--- src/rtl/bus_port_adapter.sv ---
// bus_port_adapter: per-port TX/RX FIFO endpoint between a device and the bs_gnrtr_n_rbtr bus
module bus_port_adapter #(
  parameter int pckg_sz = 16,
  parameter int deep_fifo = 8,
  parameter logic [7:0] port_id = 8'd0,
  parameter logic [7:0] bcast_id = 8'hFF
) (
  input  logic                         clk,
  input  logic                         reset,
  input  logic                         dev_tx_valid,
  input  logic [pckg_sz-1:0]           dev_tx_data,
  output logic                         dev_tx_ready,
  output logic                         pndng,
  output logic [pckg_sz-1:0]           D_pop,
  input  logic                         pop,
  input  logic                         push,
  input  logic [pckg_sz-1:0]           D_push,
  output logic                         dev_rx_valid,
  output logic [pckg_sz-1:0]           dev_rx_data,
  input  logic                         dev_rx_ready,
  output logic [$clog2(deep_fifo):0]   tx_count,
  output logic [$clog2(deep_fifo):0]   rx_count,
  output logic [7:0]                   drop_cnt,
  output logic [1:0]                   err
);
  localparam int aw = $clog2(deep_fifo);
  localparam logic [aw:0] full_cnt = (aw+1)'(deep_fifo);
  logic [pckg_sz-1:0] tx_mem [deep_fifo];
  logic [pckg_sz-1:0] rx_mem [deep_fifo];
  logic [aw:0] tx_wp, tx_rp, rx_wp, rx_rp;
  logic tx_we, tx_re, rx_we, rx_re, rx_hit;
  logic [7:0] rx_id;
  assign tx_count = tx_wp - tx_rp;
  assign rx_count = rx_wp - rx_rp;
  assign pndng = tx_wp != tx_rp;
  assign dev_rx_valid = rx_wp != rx_rp;
  assign dev_tx_ready = tx_count != full_cnt;
  assign rx_id = D_push[pckg_sz-1 -: 8];
  assign rx_hit = rx_id == port_id || rx_id == bcast_id;
  assign tx_we = dev_tx_valid && dev_tx_ready;
  assign tx_re = pop && pndng;
  assign rx_we = push && rx_hit && rx_count != full_cnt;
  assign rx_re = dev_rx_ready && dev_rx_valid;
  // Heads read as zero when empty so the outputs follow reset without clearing storage
  assign D_pop = pndng ? tx_mem[tx_rp[aw-1:0]] : '0;
  assign dev_rx_data = dev_rx_valid ? rx_mem[rx_rp[aw-1:0]] : '0;
  // Packet storage; contents need no reset because the pointers define validity
  always_ff @(posedge clk) begin
    if (tx_we) tx_mem[tx_wp[aw-1:0]] <= dev_tx_data;
    if (rx_we) rx_mem[rx_wp[aw-1:0]] <= D_push;
  end
  // Pointers, saturating drop counter and sticky error flags
  always_ff @(posedge clk or negedge reset) begin
    if (!reset) begin
      tx_wp <= '0;
      tx_rp <= '0;
      rx_wp <= '0;
      rx_rp <= '0;
      drop_cnt <= '0;
      err <= '0;
    end else begin
      tx_wp <= tx_wp + (aw+1)'(tx_we);
      tx_rp <= tx_rp + (aw+1)'(tx_re);
      rx_wp <= rx_wp + (aw+1)'(rx_we);
      rx_rp <= rx_rp + (aw+1)'(rx_re);
      drop_cnt <= drop_cnt + 8'(push && !rx_we && drop_cnt != 8'hFF);
      err <= err | {push && !rx_hit, pop && !pndng};
    end
  end
endmodule
--- config.mk ---
export PLATFORM = sky130hd
export DESIGN_NAME = bus_port_adapter
export DESIGN_NICKNAME = d
export VERILOG_FILES = /design/src/rtl/bus_port_adapter.sv
export SDC_FILE = /design/constraint.sdc
export NUM_CORES = 1
export LEC_CHECK = 0
export ABC_AREA = 1
export CAP_MARGIN = 0
export CORE_MARGIN = 1
export CORE_UTILIZATION = 58
export DETAILED_ROUTE_END_ITERATION = 16
export HOLD_SLACK_MARGIN = 0.1
export PLACE_DENSITY_LB_ADDON = 0.2
export SETUP_SLACK_MARGIN = 0.4
export SLEW_MARGIN = 20
export SYNTH_ARGS = -nofsm -noshare
export SYNTH_HDL_FRONTEND = slang
export SYNTH_SLANG_ARGS = --single-unit
export TNS_END_PERCENT = 5
--- constraint.sdc ---
create_clock -name clk -period 3.55 [get_ports clk]
set_input_delay 0.5325 -clock clk [delete_from_list [all_inputs] [get_ports clk]]
set_output_delay 0.5325 -clock clk [all_outputs]
set_load 0.1 [all_outputs]
; After elaboration in Yosys (flattened, before gate mapping)
; Memory sizes are Yosys's and may differ from the RTL's.
; Index checks and enable logic that the tools add are counted.
[word_totals]
memories = 2
ff_bits = 26
inputBits = 38
mem_bits_rw = 256
[classes]
n_bitwise = 1
n_mux = 6
add_sub_neg = 7
n_eq_ne = 6
n_reduce_logical = 14
[mem_list]
columns = memory, depth, word_bits, rd, rd_ports_with_merged_regs, wr, line_no
row1 = rx_mem, 8, 16, 1, 0, 1, 29  ; logic [pckg_sz-1:0] rx_mem [deep_fifo];
row2 = tx_mem, 8, 16, 1, 0, 1, 28  ; logic [pckg_sz-1:0] tx_mem [deep_fifo];
[ops]
columns = op, n
row1 = 2-to-1 mux 16 bit, 2
row2 = adder 4 x 1 -> 4 bit, 4
row3 = logical AND 1 bit, 9
row4 = adder 8 x 1 -> 8 bit, 1
row5 = equality test 8 bit (second input constant), 1
row6 = zero test 8 bit, 1
row7 = != test 4 bit, 2
row8 = != test 4 bit (second input constant), 2
row9 = != test 8 bit (second input constant), 1
row10 = subtractor 4 bit, 2
row11 = 2-to-1 mux 1 bit, 4
row12 = zero test 1 bit, 3
row13 = bitwise OR 2 bit, 1
row14 = logical OR 1 bit, 1

; Logic depth before layout (Yosys ltp)
; Gate-level depths: netlist of run 1.
[depth]
word_depth = 8
mapped_depth = 15
depth_no_buf = 15

; Worst setup path after synthesis of run 1
; Ideal clock, no wire load.
[synth_path]
kind = flip-flop to flip-flop
start = register tx_rp[2]
end = memory tx_mem[0][0], enable pin
setup_slack_ps = -1093
setup_ps = 388
period_less_slack_ps = 4643
arrival_ps = 4254
path_stages_with_launch = 10
n_path_buf = 2
path_cell_list = dfrtp_1 buf_2 clkbuf_1 inv_1 ha_1 xnor2_1 nor2_1 nand3_2 nand2_4 nor2_1
[synth_between]
elab_chain_len = 5
[synth_rtl]
columns = item, line_no
row1 = "start, declared", 30  ; logic [aw:0] tx_wp, tx_rp, rx_wp, rx_rp;
row2 = "start signal, assigned", 63  ; tx_rp <= tx_rp + (aw+1)'(tx_re);
row3 = subtractor 4 bit, 33  ; assign tx_count = tx_wp - tx_rp;
row4 = via tx_count[2], 21  ; output logic [$clog2(deep_fifo):0] tx_count,
row5 = != test 4 bit, 37  ; assign dev_tx_ready = tx_count != full_cnt;
row6 = via dev_tx_ready, 12  ; output logic dev_tx_ready,
row7 = logical AND 1 bit, 40  ; assign tx_we = dev_tx_valid && dev_tx_ready;
row8 = 2-to-1 mux 1 bit, 49  ; if (tx_we) tx_mem[tx_wp[aw-1:0]] <= dev_tx_data;
row9 = 2-to-1 mux 1 bit (not written as such), 49
row10 = "end, declared", 28
; The timed path passes the listed nets, and every way through them passes these cells.

; Worst setup path after layout of run 1
[layout_path]
start = register tx_rp[0]
end = output port D_pop[1]
[layout_between]
elab_chain_len = 2
elab_cells_between_ends = 3
cone_classes = eq/ne: 1 / mux: 1 / memory: 1
[layout_rtl]
columns = item, line_no
row1 = memory read (8 x 16 bit) / != test 4 bit (equally long branches), --
row2 = 2-to-1 mux 16 bit *, 45  ; assign D_pop = pndng ? tx_mem[tx_rp[aw-1:0]] : '0;
row3 = "end, declared", 14  ; output logic [pckg_sz-1:0] D_pop,
; Mark *: on every way between the ends. The rest lies on a longest branch, timed or not.

==> results of run 1 <==
-- how the worst min path moves through the flow --
stage | slack (ns) | cells past startpoint | start | to
floorplan | 0.24 | 0 | reset | drop_cnt[0]
global placement | 0.46 | 1 | err[1] | err[1]
detailed placement | 0.47 | 1 | err[0] | err[0]
CTS | 0.37 | 2 | reset | rx_wp[2]
global route | 0.39 | 2 | reset | rx_wp[2]
finish | 0.37 | 2 | reset | rx_wp[2]
-- layer usage --
layer  share of wire (%)  vias up  routed length, microns
met2                  47      279                   11500
met1                  44     3542                   10600
met5                   0        -                       0
met3                 7.5       33                    1810
met4                 1.3        0                     323
li1                    -     3568                       -
-- through the flow --
| stage | cells | hold slack [ns] | utilization, % |
|---|---|---|---|
| after CTS | 1331 | 0.366 | 72.2 |
| after floorplan | 946 | 0.237 | - |
| after global routing | 1331 | 0.391 | 72.3 |
| after detailed placement | 1282 | 0.470 | 67.8 |
| after global placement | 1282 | 0.460 | 67.8 |
| final | 1331 | 0.367 | 72.3 |
-- cell type report --
cell class / count / share of cell area [%]
sequential: 282 / 58.9
multi-input combinational: 579 / 20.9
timing repair buffer: 121 / 10.9
clock buffer: 36 / 5.16
tap: 265 / 2.34
inverter: 35 / 0.928
clock inverter: 13 / 0.866
-- sequential cells by signal (all words and copies together), names as in the netlist --
| signal | count |
|---|---|
| drop_cnt | 8 |
| err | 2 |
| rx_mem | 128 |
| rx_rp | 4 |
| rx_wp | 4 |
| tx_mem | 128 |
| tx_rp | 4 |
| tx_wp | 4 |
-- cell families after synthesis --
kind of cell	count (synthesis)	synth area share (%)
buffers and inverters	85	3.77
XOR/XNOR	15	1.13
AND/OR/NAND/NOR	347	12.0
flip-flops	282	71.5
adder cells (fa/ha/maj)	18	2.06
AO/OA/AOI/OAI	199	9.62
-- Yosys cell counts --
master / instances
inv_2: 2
a31o_2: 1
nand4_4: 1
o22ai_1: 32
nand4_2: 1
edfxtp_1: 256
nand2_2: 1
o21ai_0: 75
nand2_1: 58
or2_0: 1
and2_1: 4
xor2_1: 10
dfrtp_1: 26
clkbuf_2: 3
clkbuf_1: 10
nand2_4: 1
buf_6: 7
nand3b_1: 1
a21oi_1: 4
inv_1: 33
o21bai_1: 1
o21ai_1: 54
nand3_1: 28
buf_4: 11
xnor2_1: 5
nand3_2: 1
o211ai_1: 32
ha_1: 16
buf_2: 19
nor2_1: 250
fa_1: 2
==> summary.md, run 1 <==
| Metric | Value |
|---|---|
| Routed wire length | `24,200 microns` |
| Vias/cell | `5.58` |
| Syn nets | `1,002` |
| Starting Density | `59.6%` |
| Unrepaired setup endpoints after global routing | `true` |
| Max incr delay on CP | `0.62 ns` |
| Area of the core | `19,600 sq um` |
| Synthesized area per cell | `12.3 sq um` |
| Worst hold path type | `input port to asynchronous set/reset pin` |
| DR iter-0 viols | `503` |
| Top-area cell type share of the netlist area | `65.9%` |
| Layout cells sized above 1 | `12.3%` |
| Max frequency | `323 MHz` |
| Number of global-route vias before repair | `7,111` |
| Antenna Violating Nets Remaining | `0` |
| Critical R2R Capture | `drop_cnt[7]` |
| Place WS | `0.758 ns` |
| Kind of critical path | `register to output pin` |
| Die area | `20,700 sq um` |
| Seq cells post-synth | `282` |
| Worst Path Buf+Inv | `3` |
| Htree depth | `1` |
| Critical path, cell by cell | `inv_2 > buf_4 > nor2_1 > o22ai_1 > nor2_1 > nor2_1 > buf_12` |
| Chip Width | `144 microns` |
| Total setup buffers inserted after CTS | `0` |
| CP required | `3.02 ns` |
| Worst-path clk slew | `0.06 ns` |
| Num ports | `91` |
| GRT Max-Usage Layer | `met2` |
| Min cycle time layout | `3.10 ns` |
| Port Buffer Count | `90` |
| Max-cap violations | `0` |
| Row count | `51` |
| Initial antenna violation count | `0` |
| Slew at the pin closest to its max-slew limit | `1.01 ns` |
| DR pass1 iterations | `5` |
| Worst r2r src | `rx_wp[0]` |
| Register-to-Register Path Depth | `13` |
| Area delta synth->final | `21.3%` |
| Commonest non-fill, non-tap cell in the layout | `edfxtp_1` |
| CTS tree | `done` |
| Netlist cell types | `31` |
| Hold Buf Count CTS | `0` |
| Grt ovf | `0` |
| Cell depth of the worst setup path | `7` |
| Global Route met2 Usage | `38.3%` |
| Final Max Slew Viols | `0` |
| Global Route met1 Usage | `35.6%` |
| Critical Path Sink | `D_pop[1]` |
| Total CTS buffers | `28` |
| Net count, final | `1,103` |
| Ant. Diodes | `0` |
| Final setup vio count | `0` |
| Drt drc | `0` |
| CP Launch Point | `tx_rp[0]` |
| Pin count of the biggest net entering global routing | `66` |
| Average wire per standard cell | `18.2 microns` |
| Outcome | `complete, no violations` |
| CTS root buf | `clkbuf_16` |
| DP Area | `13,300 sq um` |
| Critical Path Start Type | `register` |
| Post-detail-place hpwl | `13,800 microns` |
| Syn Inst Count | `946` |
| # clock sinks | `282` |
| GRT Util Overall | `24.2%` |
| Top cell by count, worst path | `nor2_1` |
| GPL Wtd Cong | `0.840` |
| CP arrival | `2.57 ns` |
| Worst skew pair latency | `0.54 ns` |
| Synthesized area | `11,700 sq um` |
| Vias post-DR | `7,422` |
| Slew HR | `32.3%` |
| Final hold violation count | `0` |
| Fin area | `14,200 sq um` |
| Crit path max fanout | `28` |
| Die Ht | `144 microns` |
| Post-CTS sizing | `1` |
| R2R Setup Slk | `0.75 ns` |
| Worst setup EP type | `output pin` |
| Met3 Track Usage GR | `3.90%` |
| Yosys warns | `0` |
| Post-synth top area cell | `edfxtp_1` |
| # fillers | `1,256` |
| Top post-synthesis cells by area | `edfxtp_1 66%, nor2_1 8.0%, dfrtp_1 5.6%` |
| Most frequent cells in the layout | `256 x edfxtp_1, 240 x nor2_1, 75 x o21ai_0` |
| Final period util | `87.3%` |
| Area of the multi-input gates | `2960 sq um` |
| Maximum clock path buffer count | `3` |
| FF+latch area | `8340 sq um` |
| Seq/Total Area, Yosys | `71.5%` |
| Crit path max-delay cell type | `dfrtp_4` |
| Final setup TNS | `0 ns` |
| Layout Skew | `0.0173 ns` |
| Setup ws final | `0.451 ns` |
| Delay-heaviest family, CP | `buffers and inverters` |
| First-pass GRT wire length | `37,800 microns` |
Power of run 1 is not shown: default switching activity piles up to over one toggle a cycle in this logic, so the estimate is an artifact.
==> run 2, diff against run 1 <==
Settings changed: CORE_UTILIZATION 58 to 60, DONT_BUFFER_PORTS from default to 1.
==> summary.md, run 2 (synthesized netlist as in run 1, its figures left out) <==
| Metric | Value |
|---|---|
| Critical path, cell by cell | `inv_1 > buf_4 > ha_1 > nand4_2 > nand2_1 > nor2_2 > buf_12` |
| Die Ht | `141 microns` |
| Commonest non-fill, non-tap cell in the layout | `edfxtp_1` |
| CP Launch Point | `rx_rp[1]` |
| Setup ws final | `0.424 ns` |
| Routed wire length | `24,400 microns` |
| Drt drc | `0` |
| Unrepaired setup endpoints after global routing | `true` |
| Row count | `50` |
| Min cycle time layout | `3.13 ns` |
| Max incr delay on CP | `0.56 ns` |
| DR iter-0 viols | `602` |
| CTS root buf | `clkbuf_16` |
| Worst Hold Launch | `pop` |
| Starting Density | `61.8%` |
| DR pass1 iterations | `5` |
| Total CTS buffers | `28` |
| Kind of critical path | `register to output pin` |
| Worst-path clk slew | `0.06 ns` |
| Area of the core | `18,900 sq um` |
| Place WS | `0.810 ns` |
| Area delta synth->final | `20.6%` |
| Fin area | `14,100 sq um` |
| DP Area | `12,800 sq um` |
| Htree depth | `1` |
| Final Max Slew Viols | `0` |
| Vias/cell | `5.69` |
| Post-detail-place hpwl | `13,700 microns` |
| Final setup TNS | `0 ns` |
| Num ports | `91` |
| Crit path max-delay cell type | `nand4_2` |
| Antenna Violating Nets Remaining | `0` |
| Outcome | `complete, no violations` |
| Worst setup EP type | `output pin` |
| GPL Wtd Cong | `0.807` |
| Worst skew pair latency | `0.52 ns` |
| Worst r2r src | `rx_wp[0]` |
| Max-cap violations | `0` |
| Max frequency | `320 MHz` |
| Final setup vio count | `0` |
| Number of global-route vias before repair | `7,352` |
| Port Buffer Count | `0` |
| Slew HR | `39.5%` |
| Layout cells sized above 1 | `16.1%` |
| Vias post-DR | `7,509` |
| Hold slack | `0.153 ns` |
| CP required | `3.02 ns` |
| Pin count of the biggest net entering global routing | `67` |
| # clock sinks | `282` |
| Worst hold path type | `input port to register` |
| Die area | `20,000 sq um` |
| Grt ovf | `0` |
| GRT Max-Usage Layer | `met2` |
| Chip Width | `141 microns` |
| Global Route met1 Usage | `35.5%` |
| CTS tree | `done` |
| Maximum clock path buffer count | `3` |
| Slew at the pin closest to its max-slew limit | `0.907 ns` |
| Critical Path Start Type | `register` |
| Layout Skew | `0.0102 ns` |
| Crit path max fanout | `18` |
| Most frequent cells in the layout | `256 x edfxtp_1, 209 x nor2_1, 75 x o21ai_0` |
| Net count, final | `1,093` |
| Met3 Track Usage GR | `3.61%` |
| GRT Util Overall | `25.3%` |
| Average wire per standard cell | `18.5 microns` |
| First-pass GRT wire length | `38,500 microns` |
| Initial antenna violation count | `1` |
| Final hold violation count | `0` |
| Final period util | `88.1%` |
| CP arrival | `2.59 ns` |
| Total setup buffers inserted after CTS | `0` |
| Global Route met2 Usage | `41.7%` |
-- run 2: changes by cell type in the layout (fill, tap and decap cells not counted), sizes merged --
cell | before | now
clkbuf | 36 | 47
diode | 0 | 1
dlygate4sd3 | 0 | 33
clkdlybuf4s50 | 47 | 0
clkinvlp | 1 | 0
clkinv | 10 | 5
buf | 74 | 78
bufinv | 2 | 0
-- run 2: routing by layer --
metal  vias to the layer above  routed length [microns]
met4                         0                      425
li1                       3553                        -
met5                         -                        0
met3                        38                     1670
met2                       291                    12000
met1                      3627                    10300
-- run 2: area by class of cell --
type,count,area [sq um]
Antenna cell,1,2.50
Sequential cell,282,8340
Multi-Input combinational cell,579,3020
Fill cell,1207,4820
Tap cell,260,325
Inverter,35,131
Timing Repair Buffer,111,1370
Clock inverter,5,23.8
Clock buffer,47,853
-- run 2: worst paths after layout --
check / end / slack (ns) / depth (start not counted)
worst min-delay path: err[0] / 0.15 / 2
min in group asynchronous: rx_rp[2] / 0.45 / 2
worst max-delay path: dev_rx_data[10] / 0.42 / 7
worst min register to register: tx_rp[3] / 0.57 / 2
worst max register to register: drop_cnt[7] / 0.78 / 13
max in group asynchronous: tx_rp[1] / 2.94 / 2
-- run 2: metrics by stage --
| stage | cells | util (%) |
|---|---|---|
| after floorplan | 946 | - |
| after global placement | 1233 | 67.9 |
| after detailed placement | 1233 | 67.9 |
| after CTS | 1319 | 74.5 |
| after global routing | 1320 | 74.5 |
| final | 1320 | 74.5 |
-- run 2: critical path: cells and delay by family, from the launching register on --
family	cells	cell delay [ns]
flip-flops	1	0.34
AND/OR/NAND/NOR	3	0.95
adder cells (fa/ha/maj)	1	0.34
buffers and inverters	3	0.43
-- run 2: what timing repair did --
action | in CTS | in global routing
resized for setup | 2 | 1
hold buffers | 34 | 0
endpoints found under the setup margin | 12 | 35
endpoints found under the hold margin | 282 | 0
cloned | 0 | 0
Power of run 2 is left out for the same reason.
